==> src/rtl/multiwatch_core.sv <==
// Multi-channel stopwatch core: N_CH independent channels sharing one prescaler,
// one button set steering the selected channel, registered display of time or lap.
module multiwatch_core #(
  parameter int N_CH     = 4,
  parameter int TICK_DIV = 1000000,
  parameter int HOUR_MAX = 24
) (
  input  logic                    clk,
  input  logic                    rst,
  input  logic                    btn_sel,
  input  logic                    btn_run,
  input  logic                    btn_clr,
  input  logic                    btn_lap,
  output logic [23:0]             disp_data,
  output logic [$clog2(N_CH)-1:0] ch_sel,
  output logic [N_CH-1:0]         ch_running,
  output logic                    lap_active
);

  localparam int SW = $clog2(N_CH);
  localparam int PW = (TICK_DIV > 1) ? $clog2(TICK_DIV) : 1;

  typedef enum logic [1:0] {ST_IDLE, ST_RUN, ST_STOP} state_t;

  logic [PW-1:0]   r_presc;
  logic            w_tick;
  logic [SW-1:0]   r_sel;
  logic            r_lap_active;
  logic [23:0]     r_lap;
  logic [23:0]     r_disp;
  logic [N_CH-1:0] r_running;
  logic            r_lap_out;

  logic            w_do_sel, w_do_clr, w_do_run, w_do_lap;
  logic [N_CH-1:0] w_running;
  logic [N_CH-1:0] w_clr_vec;
  logic [23:0]     w_time_arr [N_CH];

  always_ff @(posedge clk) begin
    if (rst) begin
      r_presc <= '0;
    end else if (r_presc == PW'(TICK_DIV - 1)) begin
      r_presc <= '0;
    end else begin
      r_presc <= r_presc + 1'b1;
    end
  end

  assign w_tick = (r_presc == PW'(TICK_DIV - 1));

  // Only the highest-priority pulse survives: sel > clr > run > lap.
  assign w_do_sel = btn_sel;
  assign w_do_clr = btn_clr & ~btn_sel;
  assign w_do_run = btn_run & ~btn_sel & ~btn_clr;
  assign w_do_lap = btn_lap & ~btn_sel & ~btn_clr & ~btn_run;

  function automatic logic [23:0] inc_time(input logic [23:0] t);
    logic [4:0] h;
    logic [5:0] m;
    logic [5:0] s;
    logic [6:0] c;
    {h, m, s, c} = t;
    if (c != 7'd99) begin
      c = c + 7'd1;
    end else begin
      c = '0;
      if (s != 6'd59) begin
        s = s + 6'd1;
      end else begin
        s = '0;
        if (m != 6'd59) begin
          m = m + 6'd1;
        end else begin
          m = '0;
          h = (h != 5'(HOUR_MAX - 1)) ? h + 5'd1 : '0;
        end
      end
    end
    return {h, m, s, c};
  endfunction

  for (genvar gi = 0; gi < N_CH; gi++) begin : g_ch
    state_t      r_state;
    state_t      w_state_nxt;
    logic [23:0] r_time;
    logic [23:0] w_time_nxt;
    logic        w_sel_me;
    logic        w_clr_eff;

    assign w_sel_me = (r_sel == SW'(gi));

    always_ff @(posedge clk) begin
      if (rst) begin
        r_state <= ST_IDLE;
        r_time  <= '0;
      end else begin
        r_state <= w_state_nxt;
        r_time  <= w_time_nxt;
      end
    end

    always_comb begin
      w_state_nxt = r_state;
      if (w_sel_me) begin
        case (r_state)
          ST_IDLE: if (w_do_run) w_state_nxt = ST_RUN;
          ST_RUN:  if (w_do_run) w_state_nxt = ST_STOP;
          ST_STOP: begin
            if (w_do_run)      w_state_nxt = ST_RUN;
            else if (w_do_clr) w_state_nxt = ST_IDLE;
          end
          default: w_state_nxt = ST_IDLE;
        endcase
      end
    end

    // Counting is decided by the state at the start of the cycle, not w_state_nxt.
    always_comb begin
      w_clr_eff  = w_sel_me & w_do_clr & (r_state == ST_STOP);
      w_time_nxt = r_time;
      if (w_clr_eff) begin
        w_time_nxt = '0;
      end else if (w_tick && (r_state == ST_RUN)) begin
        w_time_nxt = inc_time(r_time);
      end
    end

    assign w_running[gi]  = (r_state == ST_RUN);
    assign w_clr_vec[gi]  = w_clr_eff;
    assign w_time_arr[gi] = r_time;
  end

  always_ff @(posedge clk) begin
    if (rst) begin
      r_sel        <= '0;
      r_lap_active <= 1'b0;
      r_lap        <= '0;
    end else begin
      if (w_do_sel) begin
        r_sel <= (r_sel == SW'(N_CH - 1)) ? '0 : r_sel + 1'b1;
      end
      if (w_do_sel || (|w_clr_vec)) begin
        r_lap_active <= 1'b0;
      end else if (w_do_lap) begin
        if (r_lap_active) begin
          r_lap_active <= 1'b0;
        end else if (w_running[r_sel]) begin
          r_lap_active <= 1'b1;
          r_lap        <= w_time_arr[r_sel];
        end
      end
    end
  end

  always_ff @(posedge clk) begin
    if (rst) begin
      r_disp    <= '0;
      r_running <= '0;
      r_lap_out <= 1'b0;
    end else begin
      r_disp    <= r_lap_active ? r_lap : w_time_arr[r_sel];
      r_running <= w_running;
      r_lap_out <= r_lap_active;
    end
  end

  assign disp_data  = r_disp;
  assign ch_sel     = r_sel;
  assign ch_running = r_running;
  assign lap_active = r_lap_out;

endmodule

==> config.mk <==
export PLATFORM = sky130hd
export DESIGN_NAME = multiwatch_core
export DESIGN_NICKNAME = d
export VERILOG_FILES = /design/src/rtl/multiwatch_core.sv
export SDC_FILE = /design/constraint.sdc
export NUM_CORES = 1
export LEC_CHECK = 0
export ABC_CLOCK_PERIOD_IN_PS = 4140
export BUFFER_PORTS_ARGS = -buffer_cell sky130_fd_sc_hd__clkbuf_2
export CORE_AREA = 2 2 109 190
export CTS_CLUSTER_DIAMETER = 80
export DETAILED_ROUTE_END_ITERATION = 10
export DIE_AREA = 0 0 111 192
export PLACE_DENSITY = 0.71
export SETUP_SLACK_MARGIN = 0.05
export SLEW_MARGIN = 20
export SYNTH_ARGS = -nofsm -noshare
export SYNTH_HDL_FRONTEND = slang
export SYNTH_SLANG_ARGS = --single-unit
==> constraint.sdc <==
create_clock -name clk -period 4.14 [get_ports clk]
set_input_delay 0 -clock clk [delete_from_list [all_inputs] [get_ports clk]]
set_output_delay 0 -clock clk [all_outputs]
set_load 0.02 [all_outputs]
Yosys cells after proc, flatten, opt, wreduce, memory -nomap -nowiden
Index checks and enable logic that the tools add are counted.

Register bits after elaboration: 180. Input bits: 6. Output and inout bits: 31.

Add/subtract/negate cells: 18. Order comparisons: 2. Equality and inequality tests: 40. Mux-type cells: 33. Bitwise gates (word level): 32. Reduce and logical (&&, ||, !) cells: 34.

Operator list (count): $mux 24 (3); $add 6x1->6 const B (8); $bmux 24 s2 (1); $mux 6 (8); $ne 6x6->1 const B (8); $reduce_and 4->1 (9); $add 7x1->7 const B (4); $mux 7 (4); $ne 7x7->1 const B (4); $pmux 2 s3 (4); $add 20x1->20 const B (1); $add 5x1->5 const B (4); $eq 20x20->1 const B (1); $mux 5 (4); $ne 5x5->1 const B (4); $not 1->1 (17); $ne 2x2->1 const B (8); $and 1x1->1 (14); $eq 2x2->1 const B (6); $ne 3x3->1 const B (4); $reduce_and 3->1 (4); $reduce_or 2->1 (6); $eq 2x1->1 const B (5); $logic_not 2->1 (5); other kinds (11) (23).

Longest topological paths before layout
Gate-level depths: netlist (run 1).

Depth after elaboration: 8. Gate-level depth with buffers: 11.

Least setup slack after synthesis (run 1)
No wires, ideal clock.

Kind: flip-flop to flip-flop. Start: register r_sel[0] (netlist: ch_sel[0]). End: register g_ch[0].r_time[15]. Setup time: 0.072 ns. Arrival time: 3.096 ns. Setup slack: 0.972 ns. Cell stages (with the launch flop): 12. Path buffers: 4. Period minus slack after synthesis: 3.168 ns. Cell sequence: dfxtp_1 clkbuf_1 clkbuf_1 clkbuf_1 inv_1 ha_1 nand3b_1 nor2_1 or2_2 clkbuf_1 or3_1 mux2i_1.

Cells in the longest elaborated chain, start to end: 4.

Ends and longest elaborated chain: start: declaration (line 27) `logic [SW-1:0] r_sel;`; start signal: assignment (line 140) `r_sel <= (r_sel == SW'(N_CH - 1)) ? '0 : r_sel + 1'b1;`; $logic_not 2->1 (line 90) `assign w_sel_me = (r_sel == SW'(gi));`; $and 1x1->1 (2 in series) (line 119) `w_clr_eff = w_sel_me & w_do_clr & (r_state == ST_STOP);`; $reduce_or 2->1 (no line); end signal: assignment (line 98) `r_time <= w_time_nxt;`; end: declaration (line 85) `logic [23:0] r_time;`.

Every way passes these cells. A chain may end at the register's enable or synchronous reset.

Final worst setup path (run 1)
Start: register r_presc[9]. End: register g_ch[0].r_time[17].

Cells in the longest elaborated chain, start to end: 3.

Ends and longest elaborated chain: start: declaration (line 25) `logic [PW-1:0] r_presc;`; start signal: assignment (line 45) `r_presc <= r_presc + 1'b1;`; $eq 20x20->1 (line 49) `assign w_tick = (r_presc == PW'(TICK_DIV - 1));`; $logic_and 1x1->1 (line 123) `end else if (w_tick && (r_state == ST_RUN)) begin`; $reduce_and 3->1 (no line).

Every way passes these cells.

==> impl_results.md, run 1 <==
- Netlist cell types: 59
- Via density: 5.86
- Leakage: 3.48 nW
- EDFF count, synth: 0
- # setup viols final: 0
- Kind of start point of the critical path: flop
- Placed cell area: 9160 um^2
- H-tree levels: 4
- Die W: 111 um
- Rel. slew slack: 25.6%
- # resized after CTS: 0
- Minimum clock period: 2.93 ns
- Final instance area: 9750 um^2
- Antenna cell count: 0
- PwrDens: 356 nW/um^2
- Final ANT Viol Nets: 0
- Worst Max-Slew Pin Slew: 1.11 ns
- Worst-path clk slew: 0.07 ns
- Rows: 68
- Post-synthesis cell area: 8780 um^2
- GR Overflow Total: 0
- Ports: 37
- Clock Path Buffers: 2
- Final HPWL DP: 15,200 um
- Period utilization: 70.8%
- Final hold slack: 0.0236 ns
- WHS Path Cells: 6
- Syn nets: 995
- End of the worst hold path: r_lap_active
- DRC: 0
- Synth Area in Compound Gates: 9.85%
- Core Region: 19,700 um^2
- Final wirelength: 20,800 um
- Syn Inst Count: 968
- Mux cell area share after synthesis: 13.8%
- Peak supply drop: 371 uV
- Sum of negative setup slack: 0 ns
- WL/cell: 16.7 um
- Largest family of logic cells by synthesized area: simple AND/OR/NAND/NOR gates
- DR pass1 iterations: 6
- CP Max Fanout: 27
- Area leader, netlist: dfxtp_1
- Crit. Startpoint: r_presc[9]
- Layout cells sized above 1: 12.3%
- Post-synthesis simple-gate area fraction: 25.3%
- Worst hold path type: input pin to flop
- Top-area cell type share of the netlist area: 41.0%
- Clk_lat worst skew: 0.44 ns
- R2R setup slack: 1.21 ns
- Kind of critical path: flop to flop
- Starting DRT DRC Count: 490
- Largest net degree at the start of global routing: 43
- HP Start: btn_lap
- Initial core utilization: 44.7%
- Required @ worst endpoint: 4.47 ns
- Outcome: complete, no violations
- RR Endpoint: g_ch[0].r_time[17]
- Worst R2R Path Depth: 5
- Synth area leaders: dfxtp_1 (41%), mux2i_1 (7.4%), mux4_2 (6.4%), nor2_1 (5.7%), a21oi_1 (3.1%)
- Ys async rst share: 0%
- Worst R2R Start: r_presc[9]
- RSZ-0062 raised after global routing: no
- Final Skew: 0.00972 ns
- Final Util: 49.6%
- Worst EP arrival: 3.26 ns
- IO buf count: 36
- Die ar.: 21,300 um^2
- Prevailing post-synth register cell: dfxtp_1
- Post-CTS Setup Inserts: 0
- Hold Violations, Final: 0
- Yosys warning count: 0
- Critical Path End Type: flop
- Max cap viols: 0
- Overall via count from detail_route: 7,307
- First-pass GRT wire length: 34,100 um
- Mean post-synth cell area: 9.07 um^2
- Post-synthesis adder-cell area fraction: 2.99%
- Final slew viol count: 0
- Xor/xnor share of the synthesized area: 3.79%
- Vias in the first global route: 6,920
- Routability cong.: 0.936
- Sequential fraction of the synthesis area: 41.0%
- # nets final: 1,016
- # clock sinks: 180
- Die H: 192 um
- Flop and latch count out of synthesis: 180
- Initial antenna violation count: 0
- Area grow syn2layout: 11.1%
- CTS Buf Count: 17
- Max Clock Freq: 341 MHz
- Global Route Usage Sum: 19.7%
- Root Driver: clkbuf_16
- CTS tree: yes
- # fillers: 1,770
- PnR Total Power: 0.00347 W
-- critical path, stage by stage, from the launching register on --
cell and delay [ns]:
dfxtp_1 0.41, or4b_4 0.50, or2_1 0.57, nor3_1 0.78, nand3_1 0.26, o41ai_1 0.30
-- worst max path at each step --
stage	to	slack (ns)	depth (start not counted)
floorplan	g_ch[0].r_time[15]	0.97	11
global placement	g_ch[0].r_time[17]	1.34	5
detailed placement	g_ch[0].r_time[17]	1.29	5
CTS	g_ch[0].r_time[17]	1.23	5
global route	g_ch[0].r_time[17]	0.96	5
finish	g_ch[0].r_time[17]	1.21	5
-- registers in the layout, indices dropped and copies added, names as in the netlist --
name	flops
ch_running	4
ch_sel	2
disp_data	24
g_ch.r_state	8
g_ch.r_time	96
lap_active	1
r_lap	24
r_lap_active	1
r_presc	20
-- cell type report --
cell class | instances | area [um^2] | share of cell area [%]
Clock inverter | 10 | 134 | 1.37
Sequential cell | 180 | 3600 | 37.0
Inverter | 23 | 86.3 | 0.886
Multi-Input combinational cell | 718 | 4900 | 50.2
Tap cell | 245 | 307 | 3.14
Clock buffer | 21 | 440 | 4.52
Timing Repair Buffer | 49 | 283 | 2.90
-- where the power goes --
part           internal [W]  leakage (nW)  switching, W
clock network      0.000942         0.277      0.000671
logic             0.0000374          1.75     0.0000718
registers           0.00174          1.45    0.00000898
-- layer usage --
layer	track usage, %	wire length (um)	vias to the layer above
li1	-	-	3573
met1	22.0	8330	3482
met2	36.2	10900	198
met3	3.12	847	54
met4	9.95	743	0
met5	0	0	-
-- per-stage QoR --
step / instances / worst slack (ns)
after floorplan: 968 / 0.972
after global routing: 1246 / 0.959
after global placement: 1213 / 1.34
final: 1246 / 1.21
after detailed placement: 1213 / 1.29
after CTS: 1246 / 1.23
-- cells by family after synthesis --
logic type                 Yosys count
AOI/OAI and AO/OA                  141
xor gates and xnor gates            38
adders and majority gates           21
buffers and inverters               70
DFF                                180
muxes                               90
and+or+nand+nor                    428
-- cells in the final DEF (no fill, tap or decap), types with 4 or more instances in the layout --
cell type and instances:
o41ai_1 4, mux2i_1 65, clkbuf_2 36, clkbuf_16 17
nor2_1 133, dfxtp_1 180, and4_1 4, o21ai_0 35
a21oi_1 54, nand4_1 24, buf_4 11, nor4_1 24
a31oi_1 12, o211ai_1 5, nand2b_1 10, nor2b_1 11
or4b_2 4, xnor2_1 29, nand2_1 61, nand3_1 43
ha_1 21, and3_1 8, and2_1 7, nand3b_1 7
clkbuf_1 4, or3_1 27, o211a_1 4, or4_1 8
a31o_2 4, clkinv_2 4, nand4b_1 6, nor3_1 32
xor2_1 9, mux4_2 25, inv_1 23, a32oi_1 4
-- timing repair --
item | 4_1_cts | 5_1_grt
endpoints found under the setup margin | 0 | 0
hold buffers | 2 | 0
hold endpoints to repair | 3 | 0
-- synthesized netlist by cell type, types with 3 or more instances --
cell,number
buf_2,4
nand2b_1,10
nand3_1,43
mux2i_1,65
nand4b_1,6
mux4_2,25
nor2b_1,11
a21oi_1,54
xnor2_1,29
or2_2,3
nand4_1,24
clkbuf_1,37
or4_1,8
nand3b_1,7
nor2_1,133
nand2_1,61
o211ai_1,5
or3b_2,3
o2111ai_1,3
or3_1,27
o211a_1,4
o41ai_1,4
inv_1,23
ha_1,21
nor3_1,32
a31oi_1,12
dfxtp_1,180
and3_1,8
and4_1,4
a31o_2,4
buf_1,4
o21ai_0,35
and2_1,7
xor2_1,9
a32oi_1,4
nor4_1,24
or4b_2,4
Note: power is estimated with default switching activity, not from simulation.
==> run 2, diff against run 1 <==
ABC_CLOCK_PERIOD_IN_PS = 2500   (was 4140)
PLACE_DENSITY = 0.73   (was 0.71)
clock period = 2.5 ns   (was 4.14 ns; I/O delays follow)
==> run 2 against run 1 <==
Effect of this change: worst setup slack worse by 1.0 ns; largest cell class unchanged; sequential cell count did not move; die area unchanged; wire length is 2.6% higher; maximum frequency rose by 26%; largest power group unchanged.
==> impl_results.md, run 2 (synthesis gave the netlist of run 1 again) <==
- Worst EP arrival: 2.69 ns (was 3.26 ns)
- Core Region: 19,700 um^2 (unchanged)
- First-pass GRT wire length: 35,200 um (was 34,100 um)
- Overall via count from detail_route: 7,517 (was 7,307)
- CP most frequent cell: or4b_2
- Worst setup margin: 0.175 ns (was 1.21 ns)
- Layout Cells excl Fill: 1,288 (was 1,246)
- Critical Path End Type: flop (unchanged)
- Die ar.: 21,300 um^2 (unchanged)
- Crit. Startpoint: g_ch[1].r_time[2] (was r_presc[9])
- Vias in the first global route: 7,205 (was 6,920)
- Most frequent cells in the layout: dfxtp_1 (179), nor2_1 (133), mux2i_1 (65) (was dfxtp_1 (180), nor2_1 (133), mux2i_1 (65))
- Routability cong.: 0.962 (was 0.936)
- # clock sinks: 180 (unchanged)
- Worst path bufs/invs: 0 (unchanged)
- Worst path slowest cell: or4b_2 (was nor3_1)
- Required @ worst endpoint: 2.87 ns (was 4.47 ns)
- Initial core utilization: 44.7% (unchanged)
- Commonest non-fill, non-tap cell in the layout: dfxtp_1 (unchanged)
- Layout cells sized above 1: 16.5% (was 12.3%)
- # nets final: 1,057 (was 1,016)
- CTS Buf Count: 17 (unchanged)
- Global Route Usage Sum: 20.4% (was 19.7%)
- Most Crowded Layer GR: met2 (unchanged)
- # fillers: 1,771 (was 1,770)
- Worst hold path type: input pin to flop (unchanged)
- Root Driver: clkbuf_16 (unchanged)
- Leakage: 3.71 nW (was 3.48 nW)
- DR pass1 iterations: 9 (was 6)
- GR Overflow Total: 0 (unchanged)
- Worst R2R Start: g_ch[1].r_time[2] (was r_presc[9])
- R2R setup slack: 0.18 ns (was 1.21 ns)
- Crit path cell chain: or4b_2 > nor2_1 > nand4_1 > or4b_2 > a21oi_1 (was or4b_4 > or2_1 > nor3_1 > nand3_1 > o41ai_1)
- Via density: 5.84 (was 5.86)
- Final wirelength: 21,300 um (was 20,800 um)
- Sum of negative setup slack: 0 ns (unchanged)
- DRC: 0 (unchanged)
- Ports: 37 (unchanged)
- Place WS: 0.0805 ns (was 1.29 ns)
- CP delay by family, top: simple AND/OR/NAND/NOR gates (unchanged)
- RR Endpoint: g_ch[1].r_time[23] (was g_ch[0].r_time[17])
- Clk_lat worst skew: 0.44 ns (about the same)
- Final Skew: 0.0103 ns (was 0.00972 ns)
- CTS tree: yes (unchanged)
- Die W: 111 um (unchanged)
- Minimum clock period: 2.32 ns (was 2.93 ns)
- Crit path capture: g_ch[1].r_time[23] (was g_ch[0].r_time[17])
- Max reg flops: 96 (unchanged)
- Starting DRT DRC Count: 538 (was 490)
- IO buf count: 36 (unchanged)
- Hold Violations, Final: 0 (unchanged)
- Grt met1 use: 22.4% (was 22.0%)
- Worst R2R Path Depth: 5 (unchanged)
- PwrDens: 577 nW/um^2 (was 356 nW/um^2)
- Die H: 192 um (unchanged)
- Slowest stage delay, CP: 0.73 ns (was 0.78 ns)
- Worst-path clk slew: 0.06 ns (was 0.07 ns)
- M3 GR Usage: 3.31% (was 3.12%)
- WL/cell: 16.6 um (was 16.7 um)
- Post-CTS Setup Inserts: 0 (unchanged)
- Period utilization: 93.0% (was 70.8%)
- Final slew viol count: 0 (unchanged)
- Rel. slew slack: 51.2% (was 25.6%)
- Max cap viols: 0 (unchanged)
- Largest net degree at the start of global routing: 64 (was 43)
- H-tree levels: 4 (unchanged)
- Antenna cell count: 0 (unchanged)
- Max Clock Freq: 430 MHz (was 341 MHz)
- Area grow syn2layout: 15.5% (was 11.1%)
- Worst Max-Slew Pin Slew: 0.726 ns (was 1.11 ns)
- Kind of critical path: flop to flop (unchanged)
- Final ANT Viol Nets: 0 (unchanged)
- Rows: 68 (unchanged)
- Clock Path Buffers: 2 (unchanged)
- # setup viols final: 0 (unchanged)
- RSZ-0062 raised after global routing: yes (was no)
- Placed cell count: 1,252 (was 1,213)
- CP Max Fanout: 4 (was 27)
- Biggest register: g_ch.r_time (unchanged)
- Crit. path cell count: 5 (unchanged)
- M2 GR Usage: 37.9% (was 36.2%)
- Final HPWL DP: 15,700 um (was 15,200 um)
- Peak supply drop: 591 uV (was 371 uV)
- Kind of start point of the critical path: flop (unchanged)
- Initial antenna violation count: 0 (unchanged)
- Outcome: complete, no violations (unchanged)
==> run 2: stage by stage <==
stage / cell area [um^2] / util [%] / total power, W / hold slack [ns]
floorplan: 8800 / - / 0.00309 / 0.152
global placement: 9460 / 48.1 / 0.00314 / 0.354
detailed placement: 9460 / 48.1 / 0.00315 / 0.362
CTS: 10100 / 51.4 / 0.00589 / 0.0811
global route: 10100 / 51.6 / 0.00602 / 0.166
finish: 10100 / 51.6 / 0.00585 / 0.101
==> run 2: timing repair <==
action	CTS	global route
resized for setup	0	7
setup endpoints to repair	0	11
endpoints found under the hold margin	6	0
hold buffers	4	0
==> run 2: report_power, final <==
group	internal, W	leakage (nW)	switching, W
Combinational	0.0000723	1.96	0.000129
Clock	0.00159	0.297	0.00118
Sequential	0.00288	1.45	0.0000109
Total	0.00454	3.71	0.00131
==> run 2: worst min-delay path by stage <==
| stage | cells past startpoint | slack, ns | end | start |
|---|---|---|---|---|
| after floorplan | 2 | 0.15 | ch_sel[1] | btn_sel |
| after global placement | 3 | 0.35 | ch_sel[1] | btn_sel |
| after detailed placement | 3 | 0.36 | ch_sel[1] | btn_sel |
| after CTS | 6 | 0.08 | r_lap_active | btn_run |
| after global routing | 6 | 0.17 | r_lap_active | btn_run |
| final | 6 | 0.10 | r_lap_active | btn_run |
==> run 2: final cells by class <==
cell class / instances / area, um^2 / area share (%)
multi-input cells: 718 / 4930 / 48.6
flip-flops and latches: 180 / 3600 / 35.6
repair buffers: 90 / 608 / 6.00
clock buffers: 19 / 433 / 4.27
well taps: 245 / 307 / 3.02
clock inverters: 13 / 170 / 1.68
inverters: 23 / 86.3 / 0.851
==> run 2: routing by layer <==
metal,share of wire (%),up-vias
met5,0,-
met4,3.5,0
met3,3.7,56
met2,53,204
met1,40,3621
li1,-,3636
==> run 2: worst min-delay path, delay by kind of cell <==
kind | cells | cell delay, ns
buf+inv | 1 | 0.09
compound gates | 2 | 0.13
simple gates | 3 | 0.28
